**src/rtl/pipelined_ram_pkg.sv**
```systemverilog
// ---------------------------------------------------------------------------
// pipelined_ram_pkg
//   Shared types, limits and helpers for pipelined_ram and its read pipe.
//   - ram_state_t      : controller state (CLEAR sweep, then READY)
//   - MAX_READ_LATENCY : deepest supported read pipeline
//   - MAX_WIDTH        : widest word the parity helper handles
//   - byte_parity()    : one even-parity bit per byte of a word
// ---------------------------------------------------------------------------
package pipelined_ram_pkg;

   typedef enum logic {
      CLEAR = 1'b0,
      READY = 1'b1
   } ram_state_t;

   localparam int MAX_READ_LATENCY = 4;
   localparam int MAX_WIDTH        = 256;

   // Callers zero-extend their word to MAX_WIDTH and keep the low WIDTH/8 bits.
   function automatic logic [MAX_WIDTH/8-1:0] byte_parity(input logic [MAX_WIDTH-1:0] data);
      logic [MAX_WIDTH/8-1:0] p;
      p = '0;
      for (int i = 0; i < MAX_WIDTH/8; i++) begin
         p[i] = ^data[8*i +: 8];
      end
      return p;
   endfunction

endpackage

```
**src/rtl/pipelined_ram_rd_pipe.sv**
```systemverilog
// ---------------------------------------------------------------------------
// ram_rd_pipe
//   LATENCY-deep shift register carrying {valid, data, err} for read
//   responses. Data/err stages only load when their incoming valid is set,
//   so the output word holds the last response while out_valid is low.
//   Ports:
//     clk, reset          : clock, synchronous active-high reset
//     in_valid/data/err   : read sampled at the accept edge
//     out_valid/data/err  : response LATENCY cycles after accept
// ---------------------------------------------------------------------------
module ram_rd_pipe #(
   parameter int WIDTH   = 32,
   parameter int LATENCY = 1
) (
   input  logic             clk,
   input  logic             reset,
   input  logic             in_valid,
   input  logic [WIDTH-1:0] in_data,
   input  logic             in_err,
   output logic             out_valid,
   output logic [WIDTH-1:0] out_data,
   output logic             out_err
);

   logic             vld_q  [LATENCY];
   logic [WIDTH-1:0] data_q [LATENCY];
   logic             err_q  [LATENCY];

   always_ff @(posedge clk) begin
      if (reset) begin
         for (int i = 0; i < LATENCY; i++) begin
            vld_q[i]  <= 1'b0;
            data_q[i] <= '0;
            err_q[i]  <= 1'b0;
         end
      end else begin
         vld_q[0] <= in_valid;
         if (in_valid) begin
            data_q[0] <= in_data;
            err_q[0]  <= in_err;
         end
         for (int i = 1; i < LATENCY; i++) begin
            vld_q[i] <= vld_q[i-1];
            if (vld_q[i-1]) begin
               data_q[i] <= data_q[i-1];
               err_q[i]  <= err_q[i-1];
            end
         end
      end
   end

   assign out_valid = vld_q[LATENCY-1];
   assign out_data  = data_q[LATENCY-1];
   // Error is qualified so it only ever shows alongside a response.
   assign out_err   = vld_q[LATENCY-1] & err_q[LATENCY-1];

endmodule

```
**src/rtl/pipelined_ram.sv**
```systemverilog
// ---------------------------------------------------------------------------
// pipelined_ram
//   Single-port synchronous RAM with a valid/ready request port, per-byte
//   write enables, READ_LATENCY-cycle read responses and a clear sweep that
//   writes INIT_VALUE to every word after reset.
//   Optional feature macro: PIPELINED_RAM_PARITY_EN (per-byte even parity,
//   rsp_err on mismatch, debug task parity_flip).
//   Ports:
//     clk, reset                    : clock, synchronous active-high reset
//     req_valid/req_ready           : request handshake
//     req_write/addr/wdata/be       : request payload
//     rsp_valid/rsp_rdata/rsp_err   : read response (no backpressure)
//     init_done                     : clear sweep finished
//
//   Handshake: a request transfers on a rising edge where req_valid and
//   req_ready are both 1 (and reset is low). req_ready depends only on the
//   controller state, never on req_valid. Responses are pushed without
//   backpressure; the consumer must take every rsp_valid pulse.
// ---------------------------------------------------------------------------
module pipelined_ram
   import pipelined_ram_pkg::*;
#(
   parameter int               WIDTH        = 32,
   parameter int               ADDR_W       = 4,
   parameter int               READ_LATENCY = 1,
   parameter logic [WIDTH-1:0] INIT_VALUE   = '0
) (
   input  logic                 clk,
   input  logic                 reset,
   input  logic                 req_valid,
   output logic                 req_ready,
   input  logic                 req_write,
   input  logic [ADDR_W-1:0]    req_addr,
   input  logic [WIDTH-1:0]     req_wdata,
   input  logic [WIDTH/8-1:0]   req_be,
   output logic                 rsp_valid,
   output logic [WIDTH-1:0]     rsp_rdata,
   output logic                 rsp_err,
   output logic                 init_done
);

   localparam int DEPTH = 2**ADDR_W;
   localparam int NB    = WIDTH/8;
   // Out-of-range latencies are clamped into 1..MAX_READ_LATENCY.
   localparam int LAT   = (READ_LATENCY < 1) ? 1 :
                          (READ_LATENCY > MAX_READ_LATENCY) ? MAX_READ_LATENCY : READ_LATENCY;

   logic [WIDTH-1:0]  mem [DEPTH];
   ram_state_t        state;
   logic [ADDR_W-1:0] clr_cnt;

   logic             accept, wr_fire, rd_fire;
   logic [WIDTH-1:0] merged;
   logic [WIDTH-1:0] rd_data;
   logic             rd_err;

   assign req_ready = (state == READY);
   assign init_done = (state == READY);
   assign accept    = req_valid & req_ready & ~reset;
   assign wr_fire   = accept & req_write;
   assign rd_fire   = accept & ~req_write;
   assign rd_data   = mem[req_addr];

   // Controller: CLEAR sweeps every address once, then parks in READY.
   always_ff @(posedge clk) begin
      if (reset) begin
         state   <= CLEAR;
         clr_cnt <= '0;
      end else begin
         case (state)
            CLEAR: begin
               clr_cnt <= clr_cnt + 1'b1;
               if (clr_cnt == ADDR_W'(DEPTH-1)) state <= READY;
            end
            default: state <= READY;
         endcase
      end
   end

   // Post-merge word for a write: enabled bytes from wdata, others kept.
   always_comb begin
      merged = mem[req_addr];
      for (int b = 0; b < NB; b++) begin
         if (req_be[b]) merged[8*b +: 8] = req_wdata[8*b +: 8];
      end
   end

   always_ff @(posedge clk) begin
      if (!reset) begin
         if (state == CLEAR)  mem[clr_cnt]  <= INIT_VALUE;
         else if (wr_fire)    mem[req_addr] <= merged;
      end
   end

`ifdef PIPELINED_RAM_PARITY_EN
   logic [NB-1:0]          par [DEPTH];
   logic [MAX_WIDTH/8-1:0] par_wr_full, par_rd_full;

   assign par_wr_full = byte_parity(MAX_WIDTH'((state == CLEAR) ? INIT_VALUE : merged));
   assign par_rd_full = byte_parity(MAX_WIDTH'(rd_data));
   assign rd_err      = (par[req_addr] != par_rd_full[NB-1:0]);

   // Plain always so the debug task below may also poke the array.
   always @(posedge clk) begin
      if (!reset) begin
         if (state == CLEAR)  par[clr_cnt]  <= par_wr_full[NB-1:0];
         else if (wr_fire)    par[req_addr] <= par_wr_full[NB-1:0];
      end
   end

   // Debug only: corrupt one stored parity bit to exercise rsp_err.
   task parity_flip(input logic [ADDR_W-1:0] addr, input int byte_idx);
      par[addr][byte_idx] = ~par[addr][byte_idx];
   endtask
`else
   assign rd_err = 1'b0;
`endif

   ram_rd_pipe #(
      .WIDTH   (WIDTH),
      .LATENCY (LAT)
   ) u_rd_pipe (
      .clk       (clk),
      .reset     (reset),
      .in_valid  (rd_fire),
      .in_data   (rd_data),
      .in_err    (rd_err),
      .out_valid (rsp_valid),
      .out_data  (rsp_rdata),
      .out_err   (rsp_err)
   );

endmodule

```
**config.mk**
```make
export PLATFORM = sky130hd
export DESIGN_NAME = pipelined_ram
export DESIGN_NICKNAME = d
export VERILOG_FILES = /design/src/rtl/pipelined_ram_pkg.sv /design/src/rtl/pipelined_ram_rd_pipe.sv /design/src/rtl/pipelined_ram.sv
export SDC_FILE = /design/constraint.sdc
export NUM_CORES = 1
export LEC_CHECK = 0
export ABC_CLOCK_PERIOD_IN_PS = 3700
export CORE_UTILIZATION = 55
export CTS_BUF_LIST = sky130_fd_sc_hd__clkbuf_16
export CTS_CLUSTER_DIAMETER = 150
export CTS_CLUSTER_SIZE = 20
export DETAILED_ROUTE_END_ITERATION = 8
export PLACE_DENSITY_LB_ADDON = 0.12
export SYNTH_ARGS = -nofsm -noshare
export SYNTH_HDL_FRONTEND = slang
export SYNTH_SLANG_ARGS = --single-unit
```
**constraint.sdc**
```tcl
create_clock -name clk -period 3.7 [get_ports clk]
set_input_delay 0.37 -clock clk [delete_from_list [all_inputs] [get_ports clk]]
set_output_delay 0.37 -clock clk [all_outputs]
set_load 0.05 [all_outputs]
```
==> impl_metrics.ini <==
[routing]
vias = 10879
wirelength_um = 47900
route.detailed.drc = 0
dr.pass1.iters = 6
ant_nets = 0
drtIter0Drc = 932
avgRoutedWirePerCell_um = 27.6
via_per_inst = 6.27

[logic_synthesis]
synth-main-ff-cell = edfxtp_1
yosysSeqAreaShare_pct = 76.2
avgSynthCellArea_um2 = 19.6
synthMuxAreaShare_pct = 15.1
synthCells = 1103
synthArstFlopShare_pct = 0
synth_compound_area_share_pct = 5.07
yosys.area.top_type = edfxtp_1
synth-seq-cells = 550
yosysMostFrequentCell = edfxtp_1
synth_edf_count = 544
synth_top_family_by_area = multiplexers
synth_commonest_cells = edfxtp_1, mux2i_1, a21oi_1
synth_area_leaders = edfxtp_1, mux2i_1, mux4_1, mux4_2, mux2_2
yosys_warnings = 0
synth_xor_area_share_pct = 0.122
synth_cell_types = 33
synth_simple_gate_area_share_pct = 1.64
synth_fa_ha_area_share_pct = 0.0579
synth_top_area_share_pct = 75.6
synth_fp_nets = 1148
syn_area_um2 = 21600

[place]
dpl.hpwl_um = 26700
place_inst = 1690
placed_area_um2 = 23400
pre_cts_slack_ns = 0.299
gp_congestion = 0.735
numPortBuffers = 78

[clock_network]
tritoncts = done
htree_levels = 1
cts_max_path_buffers = 3
cts_resized = 0
clk_pin_slew_worst_paths_ns = 0.08
clk_latency_ns = 0.59
cts.root.buffer_cell = clkbuf_16
cts_hold_buf = 0
clkSinkCount = 550
cts_buffers = 31
post_cts_buffers = 0

[timing]
worst_pin_slew_ns = 1.10
setup_slack_ns = 0.629
rsz0062_at_grt = false
fin_worst_skew_ns = 0.0127
fin_hold_ws_ns = 0.489
fmax_mhz = 326
final.period_utilization_pct = 83.0
tns_ns = 0
hold_viol_final = 0
drv_slew = 0
setup_violations = 0
finalCriticalPeriod_ns = 3.07
slew_headroom_pct = 26.3

[setup_path]
crit_chain = and4b_2, buf_4, o21ai_0, a21oi_1
crit_family = compound AO/OA/AOI/OAI gates
critical_path_class = reg2reg
slowest_stage = and4b_2
cp.depth = 4
cp-end-kind = flop
worstPathArrival_ns = 3.30
cpPeakStageDelay_ns = 0.87
start_kind = flop
worstPathRequired_ns = 3.93
reg2reg_depth = 4
cp_num_buf_inv = 1
path_max_fanout = 30

[power_and_ir_drop]
p_leak_nw = 9.06
power_frac_comb_pct = 5.9
switchingPower_mw = 2.25
powerDensity_nw_per_um2 = 446
clkPwrFrac_pct = 30.9
seqPwrFrac_pct = 63.3
swShare_pct = 20.8
p_int_mw = 8.58
ir_drop_mv = 0.387
p_total_mw = 10.8

[global_routing]
grt_pass1_vias = 10845
track_usage_pct = 24.2
grt-ovfl-total = 0
grt_first_pass_wirelength_um = 70700
grt_max_degree = 45
antenna_found_initial = 0

[flow_run]
max_cap_viol_count = 0

[floorplan]
rows = 72
dieHeight_um = 200
die_w_um = 200
start_util_pct = 55.9
io_pins = 80
die_area_um2 = 40100
core_um2 = 38600

[final_layout]
area_growth_pct = 12.3
num-nets-final = 1250
fin_area_um2 = 24300
fill_cells = 2685
n_antenna_cell = 0
fin_util_pct = 62.8
drive_gt1_share_pct = 14.1
seq_area_um2 = 16500
stdcell_count = 1734
multi_input_area_um2 = 4890

[min_path]
hp-class = in2reg
whs_path_depth = 3

[status]
status = complete, no violations
-- registers in the layout, indices dropped and copies added (netlist names) --
register / count
u_rd_pipe.data_q: 32
clr_cnt: 4
init_done: 1
mem: 512
u_rd_pipe.vld_q: 1
-- layer usage --
metal | part of all wire, % | global-route usage, % | vias to the layer above
met5 | 0 | 0 | -
met4 | 2.2 | 6.18 | 0
met3 | 5.3 | 2.44 | 68
met2 | 49 | 40.0 | 340
met1 | 44 | 34.8 | 5721
li1 | - | - | 4750
-- power by group through the flow --
stage	combinational, mW	clock (mW)	sequential [mW]
after global routing	0.670	3.61	6.86
after CTS	0.641	3.41	6.85
after global placement	0.639	0	6.99
after detailed placement	0.640	0	6.99
after floorplan	0.331	0	7.04
final	0.638	3.34	6.85
-- logic make-up (layout without fill, tap and decap cells) --
logic type / count (synthesis) / after routing
AOI/OAI and AO/OA: 170 / 170
xor gates and xnor gates: 3 / 3
adders and majority gates: 1 / 1
buffers and inverters: 77 / 190
DFF: 550 / 550
muxes: 225 / 225
other: 1 / 1
and+or+nand+nor: 76 / 76
-- tightest hold or removal path: cells and delay by family --
family | cells | cell delay (ns)
buffers and inverters | 2 | 0.58
AND/OR/NAND/NOR | 1 | 0.09
-- placed cells by master, fill, tap and decap left out, types with 2 or more instances in the layout --
| master | n |
|---|---|
| nor3b_1 | 5 |
| dfxtp_1 | 6 |
| mux2i_1 | 129 |
| inv_1 | 18 |
| mux2_2 | 32 |
| and3_1 | 3 |
| nor3_1 | 4 |
| mux4_2 | 21 |
| a21oi_1 | 67 |
| xor2_1 | 2 |
| a222oi_1 | 32 |
| edfxtp_1 | 544 |
| nor2_1 | 37 |
| a31oi_1 | 3 |
| mux4_1 | 43 |
| o21ai_0 | 36 |
| buf_12 | 14 |
| a22oi_1 | 32 |
| clkdlybuf4s50_1 | 74 |
| clkbuf_16 | 31 |
| buf_4 | 50 |
| nor2_4 | 17 |
| nand4b_1 | 2 |
-- worst paths after layout --
path | from | endpoint | slack, ns
worst min-delay path | reset | clr_cnt[2]$_SDFFE_PP0N_ | 0.49
worst max-delay path | init_done$_SDFF_PP0_ | mem[6][8]$_DFFE_PP_ | 0.63
worst max register to register | init_done$_SDFF_PP0_ | mem[6][8]$_DFFE_PP_ | 0.63
worst min register to register | clr_cnt[3]$_SDFFE_PP0N_ | init_done$_SDFF_PP0_ | 0.60
-- layout make-up --
cell class	count	share of cell area (%)
Sequential cell	550	67.8
Multi-Input combinational cell	476	20.2
Timing Repair Buffer	140	5.82
Clock buffer	31	3.20
Tap cell	518	2.67
Clock inverter	13	0.232
Inverter	6	0.0928
Power figures use the tool's default switching activity.
